$ cat config.mk
export PLATFORM = sky130hd
export DESIGN_NAME = fpu_issue_ctrl
export DESIGN_NICKNAME = d
export VERILOG_FILES = /design/src/rtl/fpu_issue_ctrl_pkg.sv /design/src/rtl/fpu_issue_ctrl_lat_lut.sv /design/src/rtl/fpu_issue_ctrl.sv
export SDC_FILE = /design/constraint.sdc
export NUM_CORES = 1
export LEC_CHECK = 0
export ABC_AREA = 1
export CAP_MARGIN = 40
export CORE_AREA = 5 5 116 118
export DETAILED_ROUTE_END_ITERATION = 7
export DIE_AREA = 0 0 121 123
export GPL_ROUTABILITY_DRIVEN = 0
export GPL_TIMING_DRIVEN = 0
export PLACE_DENSITY = 0.74
export SLEW_MARGIN = 20
export SYNTH_ARGS = -nofsm -noshare
export SYNTH_HDL_FRONTEND = slang
export SYNTH_SLANG_ARGS = --single-unit
export TNS_END_PERCENT = 50
$ cat constraint.sdc
create_clock -name clk -period 1.4 [get_ports clk]
set_input_delay 0.21 -clock clk [delete_from_list [all_inputs] [get_ports clk]]
set_output_delay 0.21 -clock clk [all_outputs]
set_load 0.005 [all_outputs]
$ cat src/rtl/fpu_issue_ctrl_pkg.sv
// Shared FPU definitions: opcode encoding, default execution latencies and
// issue-controller state encoding.
package fpu_issue_ctrl_pkg;

   localparam int unsigned DATA_W = 32;
   localparam int unsigned OP_W   = 5;
   localparam int unsigned TAG_W  = 5;
   localparam int unsigned CNT_W  = 4;

   localparam int unsigned DEF_LAT_ADD = 2;
   localparam int unsigned DEF_LAT_MUL = 2;
   localparam int unsigned DEF_LAT_DIV = 4;

   // Defined opcodes occupy 0..15 contiguously; 16..31 are undefined.
   typedef enum logic [OP_W-1:0] {
      OP_FADD     = 5'd0,
      OP_FSUB     = 5'd1,
      OP_FMUL     = 5'd2,
      OP_FDIV     = 5'd3,
      OP_FSQRT    = 5'd4,
      OP_FSGNJ    = 5'd5,
      OP_FSGNJN   = 5'd6,
      OP_FSGNJX   = 5'd7,
      OP_FCVT_W_S = 5'd8,
      OP_FCVT_S_W = 5'd9,
      OP_FMV_X_W  = 5'd10,
      OP_FMV_W_X  = 5'd11,
      OP_FEQ      = 5'd12,
      OP_FLE      = 5'd13,
      OP_FLW      = 5'd14,
      OP_FSW      = 5'd15
   } fpu_op_t;

   typedef enum logic [1:0] {
      ST_IDLE = 2'd0,
      ST_EXEC = 2'd1,
      ST_DONE = 2'd2
   } issue_state_t;

   function automatic logic op_defined(input logic [OP_W-1:0] op);
      return (op <= OP_FSW);
   endfunction

endpackage

$ cat src/rtl/fpu_issue_ctrl_lat_lut.sv
// Combinational opcode -> execution latency lookup.
module fpu_lat_lut
   import fpu_issue_ctrl_pkg::*;
#(
   parameter int unsigned LAT_ADD = DEF_LAT_ADD,
   parameter int unsigned LAT_MUL = DEF_LAT_MUL,
   parameter int unsigned LAT_DIV = DEF_LAT_DIV
) (
   input  logic [OP_W-1:0]  op,
   output logic [CNT_W-1:0] lat
);

   always_comb begin
      lat = CNT_W'(1);
      case (op)
         OP_FADD, OP_FSUB:  lat = CNT_W'(LAT_ADD);
         OP_FMUL:           lat = CNT_W'(LAT_MUL);
         OP_FDIV, OP_FSQRT: lat = CNT_W'(LAT_DIV);
         default:           lat = CNT_W'(1);
      endcase
   end

endmodule

$ cat src/rtl/fpu_issue_ctrl.sv
// Single-outstanding FPU issue controller: accepts one op, holds the datapath
// inputs for its latency, then presents the captured result until consumed.
module fpu_issue_ctrl
   import fpu_issue_ctrl_pkg::*;
#(
   parameter int unsigned LAT_ADD = DEF_LAT_ADD,
   parameter int unsigned LAT_MUL = DEF_LAT_MUL,
   parameter int unsigned LAT_DIV = DEF_LAT_DIV
) (
   input  logic              clk,
   input  logic              rst,
   input  logic              req_valid,
   output logic              req_ready,
   input  logic [OP_W-1:0]   req_op,
   input  logic [TAG_W-1:0]  req_rd,
   input  logic [DATA_W-1:0] req_a,
   input  logic [DATA_W-1:0] req_b,
   output logic [OP_W-1:0]   dp_op,
   output logic [DATA_W-1:0] dp_a,
   output logic [DATA_W-1:0] dp_b,
   input  logic [DATA_W-1:0] dp_result,
   input  logic              dp_exc,
   output logic              resp_valid,
   input  logic              resp_ready,
   output logic [DATA_W-1:0] resp_data,
   output logic [TAG_W-1:0]  resp_rd,
   output logic              resp_exc,
   input  logic              flush,
   output logic              busy
);

   issue_state_t     state;
   logic [CNT_W-1:0] cnt;
   logic [CNT_W-1:0] req_lat;
   logic             req_fire;
   logic             resp_fire;

   fpu_lat_lut #(
      .LAT_ADD (LAT_ADD),
      .LAT_MUL (LAT_MUL),
      .LAT_DIV (LAT_DIV)
   ) u_lat (
      .op  (req_op),
      .lat (req_lat)
   );

   assign resp_valid = (state == ST_DONE);
   assign busy       = (state != ST_IDLE);
   // Accepting in DONE is only allowed alongside the response transfer.
   assign req_ready  = !rst && !flush &&
                       ((state == ST_IDLE) || ((state == ST_DONE) && resp_ready));
   assign req_fire   = req_valid && req_ready;
   assign resp_fire  = resp_valid && resp_ready;

   always_ff @(posedge clk) begin
      if (rst) begin
         state     <= ST_IDLE;
         cnt       <= '0;
         dp_op     <= '0;
         dp_a      <= '0;
         dp_b      <= '0;
         resp_data <= '0;
         resp_rd   <= '0;
         resp_exc  <= 1'b0;
      end else if (flush) begin
         state <= ST_IDLE;
         cnt   <= '0;
      end else begin
         case (state)
            ST_IDLE: ;
            ST_EXEC: begin
               if (cnt == '0) begin
                  // Undefined opcodes report a zero result with the exception flag.
                  resp_data <= op_defined(dp_op) ? dp_result : '0;
                  resp_exc  <= op_defined(dp_op) ? dp_exc : 1'b1;
                  state     <= ST_DONE;
               end else begin
                  cnt <= cnt - CNT_W'(1);
               end
            end
            ST_DONE: if (resp_fire) state <= ST_IDLE;
            default: state <= ST_IDLE;
         endcase
         if (req_fire) begin
            state   <= ST_EXEC;
            cnt     <= req_lat - CNT_W'(1);
            dp_op   <= req_op;
            dp_a    <= req_a;
            dp_b    <= req_b;
            resp_rd <= req_rd;
         end
      end
   end

endmodule

## Word level (Yosys, flattened, before mapping)

Cells that the tools add are included.

| word-level totals | value |
|---|---|
| register bits after elaboration | 113 |
| bits of input ports | 112 |
| output and inout port bits | 110 |
| logic and storage cells | 57 |

| cells by class | value |
|---|---|
| $add $sub $neg | 2 |
| order comparisons | 1 |
| equal/unequal tests | 12 |
| multiplexer cells | 10 |
| bitwise operators | 2 |
| reductions and logical operators | 21 |

Operators with widths:

| cell | number |
|---|---|
| 32-bit 2-to-1 mux | 1 |
| 4-bit 2-to-1 mux | 3 |
| 5-bit by 2-bit == test with 1-bit output (second input constant) | 2 |
| 3-bit AND reduction | 3 |
| 4-bit by 1-bit subtractor with 4-bit output (second input constant) | 2 |
| 2-bit != test (second input constant) | 3 |
| 2-bit one-hot mux with 3 select lines | 1 |
| 3-bit one-hot mux with 2 select lines | 1 |
| 3-bit OR reduction | 2 |
| 5-bit by 1-bit == test with 1-bit output (second input constant) | 1 |
| 5-bit by 3-bit == test with 1-bit output (second input constant) | 1 |
| 5-bit by 4-bit <= comparator with 1-bit output (second input constant) | 1 |
| 5-bit logical NOT | 1 |
| 1-bit logical AND | 4 |
| 4-bit logical NOT | 1 |
| 2-bit 2-to-1 mux | 2 |
| 2-bit AND reduction | 2 |
| 2-bit nonzero test | 2 |
| 2-bit OR reduction | 2 |
| 3-bit by 1-bit != test with 1-bit output (second input constant) | 1 |
| 3-bit != test (second input constant) | 1 |
| 2-bit by 1-bit == test with 1-bit output (second input constant) | 1 |
| 2-bit == test (second input constant) | 1 |
| 1-bit logical NOT | 2 |
| other kinds (5) | 7 |

## Logic depth before layout (Yosys ltp)

Gate-level depths: netlist (run 1).

| logic depth | value |
|---|---|
| depth after elaboration | 7 |
| mapped depth | 13 |
| mapped depth without buffers | 13 |

## Cells and area by module

Synthesis (run 1) repeated with hierarchy kept, for this count alone.

| second synthesis, totals | value |
|---|---|
| cell total of the unflattened synthesis | 551 |
| area, all modules | 4239.1 um2 |

By module, submodules not included:

| module | times used | cells each | area an instance (um2) | sequential area each (um2) |
|---|---|---|---|---|
| fpu_issue_ctrl | 1 | 535 | 4166.5 | 2262.2 |
| fpu_lat_lut | 1 | 16 | 72.6 | 0.0 |

## Least setup slack after synthesis (run 1)

OpenSTA, ideal clock, no wires.

| timing path | value |
|---|---|
| path kind | input port to flip-flop |
| start | in rst |
| end | reg cnt[2] |
| library setup time | 0.109 ns |
| arrival time | 1.310 ns |
| required time | 1.291 ns |
| path slack | -0.019 ns |
| stages | 12 |
| path buffers | 1 |
| path through | buf_2 -> nor2_8 -> nand3_2 -> nor2_4 -> nand2_1 -> nand2_1 -> inv_1 -> ha_1 -> nand3_1 -> nand3_1 -> nand2_1 -> inv_1 |

| between the ends | value |
|---|---|
| word-level cells in the longest chain between the ends | 6 |
| elaborated cells between the ends (all ways) | 9 |
| classes of those cells | 1 x eq/ne; 1 x mux; 7 x reduce/logical |

RTL lines:

| what | line | RTL |
|---|---|---|
| from (decl) | fpu_issue_ctrl.sv:11 | `input logic rst,` |
| 1-bit logical NOT | fpu_issue_ctrl.sv:50 | `assign req_ready = !rst && !flush &&` |
| 1-bit logical AND (2 in a row) | fpu_issue_ctrl.sv:50 |  |
| 1-bit logical AND | fpu_issue_ctrl.sv:52 | `assign req_fire = req_valid && req_ready;` |
| 2-bit != test (no source line) or 2-bit nonzero test (tied branches) | - |  |
| 2-bit AND reduction (no source line) | - |  |
| to (signal assigned) | fpu_issue_ctrl.sv:78 | `cnt <= cnt - CNT_W'(1);` |
| to (signal assigned) | fpu_issue_ctrl.sv:86 | `cnt <= req_lat - CNT_W'(1);` |
| to (decl) | fpu_issue_ctrl.sv:33 | `logic [CNT_W-1:0] cnt;` |

Parallel ways exist; a longest one is shown, timed or not.
A chain may end at the register's enable or synchronous reset.

## Worst setup path after layout (run 1)

| timing path | value |
|---|---|
| start | reg state[0] |
| end | reg resp_data[14] |

| between the ends | value |
|---|---|
| word-level cells in the longest chain between the ends | 2 |

RTL lines:

| what | line | RTL |
|---|---|---|
| from (decl) | fpu_issue_ctrl.sv:32 | `issue_state_t state;` |
| from (signal assigned) | fpu_issue_ctrl.sv:57 | `state <= ST_IDLE;` |
| from (signal assigned) | fpu_issue_ctrl.sv:66 | `state <= ST_IDLE;` |
| from (signal assigned) | fpu_issue_ctrl.sv:76 | `state <= ST_DONE;` |
| 2-bit by 1-bit == test with 1-bit output | fpu_issue_ctrl.sv:69 | `case (state)` |
| 3-bit AND reduction (no source line) | - |  |
| to (signal assigned) | fpu_issue_ctrl.sv:74 | `resp_data <= op_defined(dp_op) ? dp_result : '0;` |
| to (decl) | fpu_issue_ctrl.sv:25 | `output logic [DATA_W-1:0] resp_data,` |

Every way passes these cells.

==> metrics.md, run 1 <==
| Metric | Value |
|---|---|
| Synth top area cells | `dfxtp_1 54%, nand2_1 18%, a21oi_1 13%` |
| Hold Startpoint | `rst` |
| Worst min path class | `input port to flop` |
| Fin cells | `980` |
| Post-synth EDFFs | `0` |
| Final net count | `908` |
| Reg-to-Reg End | `resp_data[14]$_SDFFE_PP0P_` |
| DRC marker count from the first detailed-route iteration | `192` |
| Switching fraction of total power | `21.5%` |
| Area Growth Syn to Fin | `85.5%` |
| Unrepaired setup endpoints after global routing | `true` |
| Post-synth cell types | `20` |
| Die Y-Extent | `123 um` |
| Post-route ant nets | `0` |
| Site row count | `41` |
| Sequential fraction of design power | `38.1%` |
| Tmin final | `1.49 ns` |
| Clk slew on worst S/H paths | `0.06 ns` |
| Syn_nets | `653` |
| Crit-path most repeated cell | `buf_6` |
| Most frequent cell after synthesis | `nand2_1` |
| Max stage delay on crit path | `0.35 ns` |
| Vias in the first global route | `4420` |
| DRC | `0` |
| WHS Endpoint | `cnt[3]$_SDFFE_PP0P_` |
| Critical path origin | `state[0]$_SDFFE_PP0P_` |
| Vias | `4654` |
| Critical path fanouts, max | `7` |
| Total GRT Usage | `19.5%` |
| Post-synth top area share | `54.2%` |
| Crit path kind | `flop to flop` |
| Failing checks | `negative setup slack` |
| Worst EP arrival | `1.82 ns` |
| Clock Tree Root | `clkbuf_16` |
| Largest net degree at the start of global routing | `17` |
| TritonCTS clock tree | `built` |
| Max Cap Viol | `0` |
| Initial antenna violation count | `0` |
| Final setup violating endpoints | `34` |
| Port-buffer cells | `220` |
| Worst r2r src | `state[0]$_SDFFE_PP0P_` |
| Pleak | `3.30 nW` |
| Maximum VDD drop | `0.757 mV` |
| Final core utilization | `62.7%` |
| Cell with the largest stage delay on the worst path | `dfxtp_2` |
| Slew @ Worst Pin | `0.745 ns` |
| Initial core utilization | `33.8%` |
| First-pass GRT wire length | `22.5 mm` |
| Worst EP required | `1.73 ns` |
| Hold depth | `4` |
| Synth Flop Type | `dfxtp_1` |
| Setup slack at placement | `-0.608 ns` |
| Final Hold Fails | `0` |
| Insertion delay to the later sink of the worst-skew pair | `0.40 ns` |
| Die Wd | `121 um` |
| FF+latch area | `0.00227 mm2` |
| DR vias/cell | `4.75` |
| Post-synth top cells | `200 x nand2_1, 113 x dfxtp_1, 108 x a21oi_1, 37 x nand3_1, 19 x clkbuf_1` |
| Drt first pass iters | `4` |
| Layout cells sized above 1 | `19.7%` |
| DIE AREA | `0.0149 mm2` |
| Fillers | `1054` |
| Ports | `222` |
| Period utilisation layout | `107%` |
| Clk pwr share | `51.9%` |
| Final Worst Setup Slack | `-0.0912 ns` |
| Average cell area after synthesis | `7.73 um2` |
| Yosys warns | `0` |
| Synth Register Bits | `113` |
| GR Overflow Total | `0` |
| Power Internal | `6.89 mW` |
| Startpoint types | `flop` |
| Final max-slew violation count | `0` |
| Ys async rst share | `0%` |
| Max Freq | `0.671 GHz` |
| Pwr dens | `1130 mW/mm2` |
| Dpl hpwl | `11.1 mm` |
| Crit end category | `flop` |
| Synthesized instance count | `540` |
| Post-Route WL | `15.9 mm` |
| Post-synth top area cell | `dfxtp_1` |
| Rel. slew slack | `50.3%` |
| Cts bufs inserted | `17` |
| Antenna Diode Count | `0` |
| Skew final | `0.00668 ns` |
| R2R cell count | `7` |
| Register area share after synthesis | `54.2%` |
| # H-tree levels | `4` |
| Synthesized cell area | `0.00418 mm2` |
| Placed cells | `932` |
| Combinational share of power | `10.0%` |
| Worst-path cell chain | `buf_6 > nand2_4 > nor3_4 > buf_6 > clkbuf_16 > nand3_2 > a21oi_2` |
| Core ar. | `0.0124 mm2` |
| Sw power | `1.89 mW` |
| Max clock buf depth | `2` |
| Area occupied by multi-input gates | `0.00202 mm2` |
| Reg2Reg Setup Slack | `-0.09 ns` |
| Status | `finished with violations` |
| Per-cell routed wire length | `16.2 um` |
| CTS sink count | `113` |
==> stage by stage <==
step | power, mW | hold WS, ns | area (um2) | TNS (ns)
2_1_floorplan | 3.67 | 0.353 | 4190 | 0
3_3_place_gp | 4.22 | 0.435 | 6610 | -50.70
3_5_place_dp | 4.24 | 0.453 | 6610 | -51.67
4_1_cts | 8.79 | 0.188 | 7280 | -0.0128
5_1_grt | 9.10 | 0.205 | 7750 | -5.24
6_report | 8.78 | 0.196 | 7750 | -0.876
==> layout make-up <==
class,instances,area share (%)
inverter,18,0.904
timing repair buffer,236,28.8
clock inverter,11,2.05
buffer,37,3.91
clock buffer,21,6.07
multi-input combinational,372,26.1
tap,172,2.78
sequential,113,29.4
==> logic make-up (layout without fill, tap and decap cells) <==
| family | after synthesis | count (layout) | synth area share, % |
|---|---|---|---|
| flops | 113 | 113 | 54.2 |
| buf+inv | 55 | 323 | 6.44 |
| simple gates | 257 | 257 | 25.3 |
| compound gates | 114 | 114 | 13.8 |
| fa+ha+maj | 1 | 1 | 0.300 |
==> placed cells by master (no fill, tap or decap), types with 11 or more instances in the layout <==
cell,n
a21oi_1,78
buf_4,15
dlygate4sd2_1,108
clkbuf_1,13
clkbuf_16,19
nand3_2,13
nand3_1,15
inv_1,11
a21oi_2,30
clkdlybuf4s50_1,108
dfxtp_1,107
nand2_1,191
==> layer usage <==
metal	global-route usage, %	vias up	routed length [um]
met3	8.92	24	1660
met4	7.01	0	291
li1	-	2270	-
met1	21.0	2168	6020
met5	0	-	0
met2	33.8	192	7950
==> power groups by stage <==
stage / Clock (mW) / Combinational, mW / Sequential (mW)
after floorplan: 0 / 0.254 / 3.41
after global placement: 0 / 0.817 / 3.41
after detailed placement: 0 / 0.830 / 3.41
after CTS: 4.64 / 0.807 / 3.34
after global routing: 4.81 / 0.943 / 3.35
final: 4.56 / 0.879 / 3.34
==> worst max path at each step <==
stage                                            end  slack, ns  cells after the start
after floorplan                  cnt[2]$_SDFFE_PP0P_      0.004                     12
after global placement    resp_data[30]$_SDFFE_PP0P_      -0.58                      6
after detailed placement  resp_data[29]$_SDFFE_PP0P_      -0.61                      6
after CTS                  resp_data[3]$_SDFFE_PP0P_      -0.01                      7
after global routing      resp_data[14]$_SDFFE_PP0P_      -0.15                      7
final                     resp_data[14]$_SDFFE_PP0P_      -0.09                      7
==> state kept, by name, indices dropped and copies added (netlist names) <==
register,flops
cnt,4
dp_a,32
dp_b,32
dp_op,5
resp_data,32
resp_exc,1
resp_rd,5
state,2
==> what timing repair did <==
action | 4_1_cts | 5_1_grt
cloned | 1 | 2
pin swaps | 15 | 36
gates resized for setup | 156 | 104
hold buffers | 0 | 0
setup buffers | 8 | 5
setup endpoints to repair | 192 | 97
==> worst max-delay path, delay by kind of cell, from the launching register on <==
family / cells / cell delay (ns)
flops: 1 / 0.35
compound gates: 1 / 0.18
simple gates: 3 / 0.38
buf+inv: 3 / 0.49
Power figures use the tool's default switching activity.
==> run 2: changes to the inputs <==
--- a/config.mk
+++ b/config.mk
@@ -7,12 +7,12 @@
 export LEC_CHECK = 0
 export ABC_AREA = 1
 export CAP_MARGIN = 40
-export CORE_AREA = 5 5 116 118
+export CORE_AREA = 5 5 148 93
 export DETAILED_ROUTE_END_ITERATION = 7
-export DIE_AREA = 0 0 121 123
+export DIE_AREA = 0 0 153 98
 export GPL_ROUTABILITY_DRIVEN = 0
 export GPL_TIMING_DRIVEN = 0
-export PLACE_DENSITY = 0.74
+export PLACE_DENSITY = 0.75
 export SLEW_MARGIN = 20
 export SYNTH_ARGS = -nofsm -noshare
 export SYNTH_HDL_FRONTEND = slang
==> constraint.sdc (replaced) <==
create_clock -name clk -period 1.3 [get_ports clk]
set_input_delay 0.195 -clock clk [delete_from_list [all_inputs] [get_ports clk]]
set_output_delay 0.195 -clock clk [all_outputs]
set_load 0.005 [all_outputs]
==> metrics.md, run 2 (same netlist as run 1, synthesis figures left out) <==
| Metric | Value |
|---|---|
| Sw power | `2.04 mW (+8.1%)` |
| Combinational share of power | `9.5% (-0.5 points)` |
| Post-Layout Inst Area | `0.00778 mm2 (+0.37%)` |
| Core ar. | `0.0124 mm2 (+0.39%)` |
| Critical path fanouts, max | `5 (-2)` |
| Skew final | `0.0116 ns (+0.00490 ns)` |
| Sequential fraction of design power | `36.6% (-1.5 points)` |
| Max stage delay on crit path | `0.34 ns (about the same)` |
| Max Cap Viol | `0 (unchanged)` |
| Status | `finished with violations` |
| Drt first pass iters | `5 (+1)` |
| Final Hold Fails | `0 (unchanged)` |
| CTS sink count | `113 (unchanged)` |
| Tmin final | `1.41 ns (-0.0799 ns)` |
| Ports | `222 (unchanged)` |
| Final Worst Setup Slack | `-0.111 ns (-0.0201 ns)` |
| Dpl hpwl | `10.7 mm (-3.6%)` |
| Initial core utilization | `33.6% (-0.13 points)` |
| Worst EP required | `1.59 ns (-0.14 ns)` |
| Rel. slew slack | `50.2% (-0.11 points)` |
| Reg2Reg Setup Slack | `-0.11 ns (-0.02 ns)` |
| DR vias/cell | `4.65 (-2.0%)` |
| Cell family with most CP delay | `simple AND/OR/NAND/NOR gates` |
| Total GRT Usage | `19.7% (+0.20 points)` |
| Startpoint types | `flop` |
| # H-tree levels | `4 (unchanged)` |
| Area Growth Syn to Fin | `86.2%` |
| DIE AREA | `0.0150 mm2 (+0.75%)` |
| Top Registers | `dp_a x32, dp_b x32, resp_data x32` |
| DRC | `0 (unchanged)` |
| Final core utilization | `62.7% (about the same)` |
| Commonest non-fill, non-tap cells in the layout | `191 x nand2_1, 109 x dfxtp_1, 109 x clkdlybuf4s50_1` |
| Initial antenna violation count | `0 (unchanged)` |
| TritonCTS clock tree | `built` |
| Clock Tree Root | `clkbuf_16` |
| Insertion delay to the later sink of the worst-skew pair | `0.40 ns (about the same)` |
| Post-Route WL | `15.4 mm (-3.4%)` |
| Final setup violating endpoints | `88 (+160%)` |
| Switching fraction of total power | `20.8% (-0.73 points)` |
| Crit-path most repeated cell | `nand2_1` |
| Fin cells | `986 (+0.61%)` |
| Antenna Diode Count | `0 (unchanged)` |
| Max Freq | `0.709 GHz (+5.7%)` |
| Setup slack at placement | `-0.726 ns (-0.118 ns)` |
| Final Power | `9.82 mW (+12%)` |
| First-pass GRT wire length | `23.6 mm (+4.9%)` |
| Failing checks | `negative setup slack` |
| DRC marker count from the first detailed-route iteration | `146 (-24%)` |
| Final net count | `917 (+0.99%)` |
| Largest net degree at the start of global routing | `17 (unchanged)` |
| Clk pwr share | `53.8% (+1.9 points)` |
| Worst min path class | `input port to flop` |
| Final max-slew violation count | `0 (unchanged)` |
| Placed Area | `0.00662 mm2 (+0.21%)` |
| Port-buffer cells | `220 (unchanged)` |
| Per-cell routed wire length | `15.6 um (-4.0%)` |
| Pwr dens | `1260 mW/mm2 (+11%)` |
| Die Wd | `153 um (+26%)` |
| Pleak | `3.37 nW (+2.0%)` |
| Crit path kind | `flop to flop` |
| Cts bufs inserted | `17 (unchanged)` |
| Worst-path cell chain | `nand2_4 > nand3_4 > nor2_4 > nand2_1 > nand2_2 > inv_2 > ha_4 > nand3_2 > nand3_1 > nand2_1 > inv_1` |
| Crit end category | `flop` |
| Layout cells sized above 1 | `17.8% (-1.9 points)` |
| Critical path buffers and inverters | `2 (-1)` |
| Vias | `4589 (-1.4%)` |
| Max clock buf depth | `2 (unchanged)` |
| Site row count | `32 (-22%)` |
| Placed cells | `930 (-0.21%)` |
| WHS | `0.130 ns (-0.0661 ns)` |
| Period utilisation layout | `109% (+2.0 points)` |
| Die Y-Extent | `98 um (-20%)` |
| Slew @ Worst Pin | `0.747 ns (+0.00168 ns)` |
| Unrepaired setup endpoints after global routing | `true` |
| Maximum VDD drop | `0.840 mV (+11%)` |
| Clk slew on worst S/H paths | `0.06 ns (about the same)` |
| Setup TNS | `-5.59 ns (-4.71 ns)` |
| Commonest non-fill, non-tap cell in the layout | `nand2_1` |
| GR Overflow Total | `0 (unchanged)` |
| Vias in the first global route | `4440 (+0.45%)` |
| Post-route ant nets | `0 (unchanged)` |
| Worst EP arrival | `1.70 ns (-0.12 ns)` |
| Power Internal | `7.78 mW (+13%)` |
| Cell with the largest stage delay on the worst path | `dfxtp_2` |
## run 2: final timing paths
kind / start / endpoint / cells after the start
worst max-delay path: state[1]$_SDFFE_PP0P_ / cnt[2]$_SDFFE_PP0P_ / 11
worst min-delay path: rst / cnt[3]$_SDFFE_PP0P_ / 4
worst max register to register: state[1]$_SDFFE_PP0P_ / cnt[2]$_SDFFE_PP0P_ / 11
worst min register to register: resp_data[5]$_SDFFE_PP0P_ / resp_data[5]$_SDFFE_PP0P_ / 2
## run 2: metal layers
metal | share of wire [%] | routed length (um) | track usage (%)
met3 | 10 | 1560 | 9.08
met2 | 45 | 6950 | 31.0
met1 | 44 | 6780 | 24.8
met4 | 0.55 | 84 | 4.72
met5 | 0 | 0 | 0
## run 2: worst min-delay path: cells and delay by family
kind	cells	cell delay [ns]
simple gates	3	0.15
buf+inv	1	0.12
## run 2: area by class of cell
class,instances,area [um2]
buffer,36,354
clock buffer,21,460
clock inverter,10,206
fill,1084,4630
inverter,18,72.6
multi-input combinational,372,1870
sequential,113,2270
tap,170,213
timing repair buffer,246,2330
## run 2: power by group through the flow
stage | clock, mW | sequential, mW | combinational [mW]
global placement | 0 | 3.67 | 0.893
CTS | 5.36 | 3.60 | 0.889
finish | 5.29 | 3.60 | 0.933
global route | 5.55 | 3.61 | 1.01
floorplan | 0 | 3.68 | 0.278
detailed placement | 0 | 3.67 | 0.897
## run 2: what timing repair did
action / 4_1_cts / 5_1_grt
endpoints found under the hold margin: 0 / 0
hold buffers: 0 / 0
setup buffers: 12 / 9
pin swaps: 16 / 14
gates cloned: 4 / 1
endpoints found under the setup margin: 216 / 110
resized for setup: 188 / 55
==> run 3: changes to the inputs <==
--- a/config.mk
+++ b/config.mk
@@ -13,8 +13,8 @@
 export GPL_ROUTABILITY_DRIVEN = 0
 export GPL_TIMING_DRIVEN = 0
 export PLACE_DENSITY = 0.75
+export REMOVE_ABC_BUFFERS = 1
 export SLEW_MARGIN = 20
 export SYNTH_ARGS = -nofsm -noshare
 export SYNTH_HDL_FRONTEND = slang
 export SYNTH_SLANG_ARGS = --single-unit
-export TNS_END_PERCENT = 50
==> metrics.md, run 3 (same netlist as run 1, synthesis figures left out) <==
| Metric | Value |
|---|---|
| Status | `finished with violations` |
| Failing checks | `negative setup slack` |
| GR Overflow Total | `0 (unchanged)` |
| TritonCTS clock tree | `built` |
| Post-Route WL | `18.7 mm (+21%)` |
| Initial core utilization | `33.6% (unchanged)` |
| Pleak | `3.71 nW (+10%)` |
| Area Growth Syn to Fin | `104%` |
| Hold Startpoint | `rst` |
| Largest net degree at the start of global routing | `49 (+32)` |
| Ports | `222 (unchanged)` |
| Combinational share of power | `12.5% (+3.0 points)` |
| Final Power | `9.42 mW (-4.1%)` |
| # H-tree levels | `4 (unchanged)` |
| Clk slew on worst S/H paths | `0.05 ns (about the same)` |
| Final max-slew violation count | `0 (unchanged)` |
| Die Y-Extent | `98 um (unchanged)` |
| Site row count | `32 (unchanged)` |
| Sw power | `2.20 mW (+8.0%)` |
| DR vias/cell | `5.04 (+8.4%)` |
| Initial antenna violation count | `0 (unchanged)` |
| Max clock buf depth | `2 (unchanged)` |
| Crit end category | `flop` |
| Final setup violating endpoints | `101 (+15%)` |
| Core ar. | `0.0124 mm2 (unchanged)` |
| Post-Layout Inst Area | `0.00854 mm2 (+9.8%)` |
| Fillers | `919 (-15%)` |
| Die Wd | `153 um (unchanged)` |
| Final Hold Fails | `0 (unchanged)` |
| Crit path kind | `flop to flop` |
| Total GRT Usage | `22.9% (+3.2 points)` |
| Switching fraction of total power | `23.4% (+2.6 points)` |
| Vias in the first global route | `5092 (+15%)` |
| Max Cap Viol | `0 (unchanged)` |
| Final net count | `905 (-1.3%)` |
| Worst r2r src | `state[0]$_SDFFE_PP0P_` |
| Power Internal | `7.22 mW (-7.2%)` |
| DIE AREA | `0.0150 mm2 (unchanged)` |
| # hold bufs at CTS | `0 (unchanged)` |
| First-pass GRT wire length | `27.2 mm (+15%)` |
| CTS sink count | `113 (unchanged)` |
| Startpoint types | `flop` |
| Slew @ Worst Pin | `0.519 ns (-0.228 ns)` |
| Worst EP arrival | `1.83 ns (+0.13 ns)` |
| Clock Tree Root | `clkbuf_16` |
| Reg-to-Reg End | `cnt[2]$_SDFFE_PP0P_` |
| Worst min path class | `input port to flop` |
| Rel. slew slack | `65.4% (+15 points)` |
| WHS | `0.134 ns (+0.00455 ns)` |
| Critical path fanouts, max | `5 (unchanged)` |
| Top Registers | `dp_a x32, dp_b x32, resp_data x32` |
| Maximum VDD drop | `0.834 mV (-0.68%)` |
| Reg2Reg Setup Slack | `-0.23 ns (-0.12 ns)` |
| Commonest non-fill, non-tap cells in the layout | `123 x nand2_1, 109 x dlygate4sd2_1, 107 x dfxtp_1, 107 x clkdlybuf4s50_1, 62 x a21oi_2` |
| Unrepaired setup endpoints after global routing | `true` |
| Antenna Diode Count | `0 (unchanged)` |
| Pwr dens | `1100 mW/mm2 (-13%)` |
| R2R cell count | `12 (+1)` |
| WHS Endpoint | `resp_data[4]$_SDFFE_PP0P_` |
| DRC marker count from the first detailed-route iteration | `160 (+9.6%)` |
| Insertion delay to the later sink of the worst-skew pair | `0.41 ns (about the same)` |
| Post-route ant nets | `0 (unchanged)` |
| Sequential fraction of design power | `38.3% (+1.7 points)` |
| Worst EP required | `1.59 ns (about the same)` |
| Placed Area | `0.00656 mm2 (-0.89%)` |
| Max Freq | `0.653 GHz (-7.9%)` |
| Final Worst Setup Slack | `-0.232 ns (-0.121 ns)` |
| Cts bufs inserted | `17 (unchanged)` |
| Per-cell routed wire length | `19.2 um (+23%)` |
| Dpl hpwl | `10.2 mm (-5.2%)` |
| Period utilisation layout | `118% (+9.3 points)` |
| Port-buffer cells | `221 (+0.45%)` |
| Layout cells sized above 1 | `33.0% (+15 points)` |
| Clk pwr share | `49.2% (-4.6 points)` |
| Commonest non-fill, non-tap cell in the layout | `nand2_1` |
| Drt first pass iters | `4 (-1)` |
| Setup slack at placement | `-1.04 ns (-0.316 ns)` |
| Skew final | `0.0118 ns (+0.000273 ns)` |
| DRC | `0 (unchanged)` |
| Vias | `4907 (+6.9%)` |
| Hold depth | `2 (-2)` |
| Tmin final | `1.53 ns (+0.121 ns)` |
[run 3: worst max-delay path, cell delays in order (launching register included)]
cell and delay (ns):
dfxtp_4 0.36, inv_4 0.08, buf_6 0.11, nand4_4 0.17
nand2_2 0.14, nand2_2 0.07, inv_2 0.07, ha_4 0.14
inv_2 0.04, nand2_2 0.06, nand3_2 0.08, nand2_2 0.07
inv_2 0.03
[run 3: final cells by class]
cell class	instances	area, um2	share of cell area [%]
clock buffers	20	447	5.23
repair inverters	2	40.0	0.469
clock inverters	10	138	1.61
well taps	170	213	2.49
inverters	18	93.8	1.10
repair buffers	266	2820	33.1
multi-input cells	374	2510	29.4
flip-flops and latches	113	2270	26.6
[run 3: how the worst max path moves through the flow]
stage / startpoint / end / slack [ns] / depth (start not counted)
floorplan: state[0]$_SDFFE_PP0P_ / cnt[3]$_SDFFE_PP0P_ / -1.07 / 8
global placement: rst / cnt[3]$_SDFFE_PP0P_ / -4.99 / 9
detailed placement: flush / cnt[2]$_SDFFE_PP0P_ / -1.04 / 12
CTS: state[1]$_SDFFE_PP0P_ / dp_b[9]$_SDFFE_PP0P_ / -0.16 / 9
global route: state[0]$_SDFFE_PP0P_ / cnt[2]$_SDFFE_PP0P_ / -0.32 / 12
finish: state[0]$_SDFFE_PP0P_ / cnt[2]$_SDFFE_PP0P_ / -0.23 / 12
[run 3: through the flow]
stage	TNS, ns	instances	util, %
finish	-11.04	973	68.8
global route	-17.10	973	68.8
CTS	-8.72	972	65.1
detailed placement	-94.27	900	52.9
global placement	-447.89	894	51.6
floorplan	-78.51	503	-
[run 3: power by group through the flow]
stage	clock, mW	sequential, mW	combinational (mW)
detailed placement	0	3.67	0.880
finish	4.63	3.60	1.18
floorplan	0	3.68	0.196
CTS	4.71	3.60	1.09
global route	4.88	3.61	1.25
global placement	0	3.67	0.827
[run 3: what timing repair did]
| action | CTS | global route |
|---|---|---|
| setup endpoints to repair | 223 | 112 |
| buffers inserted | 30 | 8 |
| cloned | 13 | 1 |
| pin swaps | 40 | 59 |
| gates resized for setup | 271 | 141 |
[run 3: routing by layer]
metal / global-route usage, % / up-vias / wire [um]
met5: 0 / - / 0
met2: 39.2 / 229 / 9220
met4: 8.83 / 0 / 366
met1: 25.3 / 2368 / 7230
met3: 9.79 / 41 / 1830
li1: - / 2269 / -
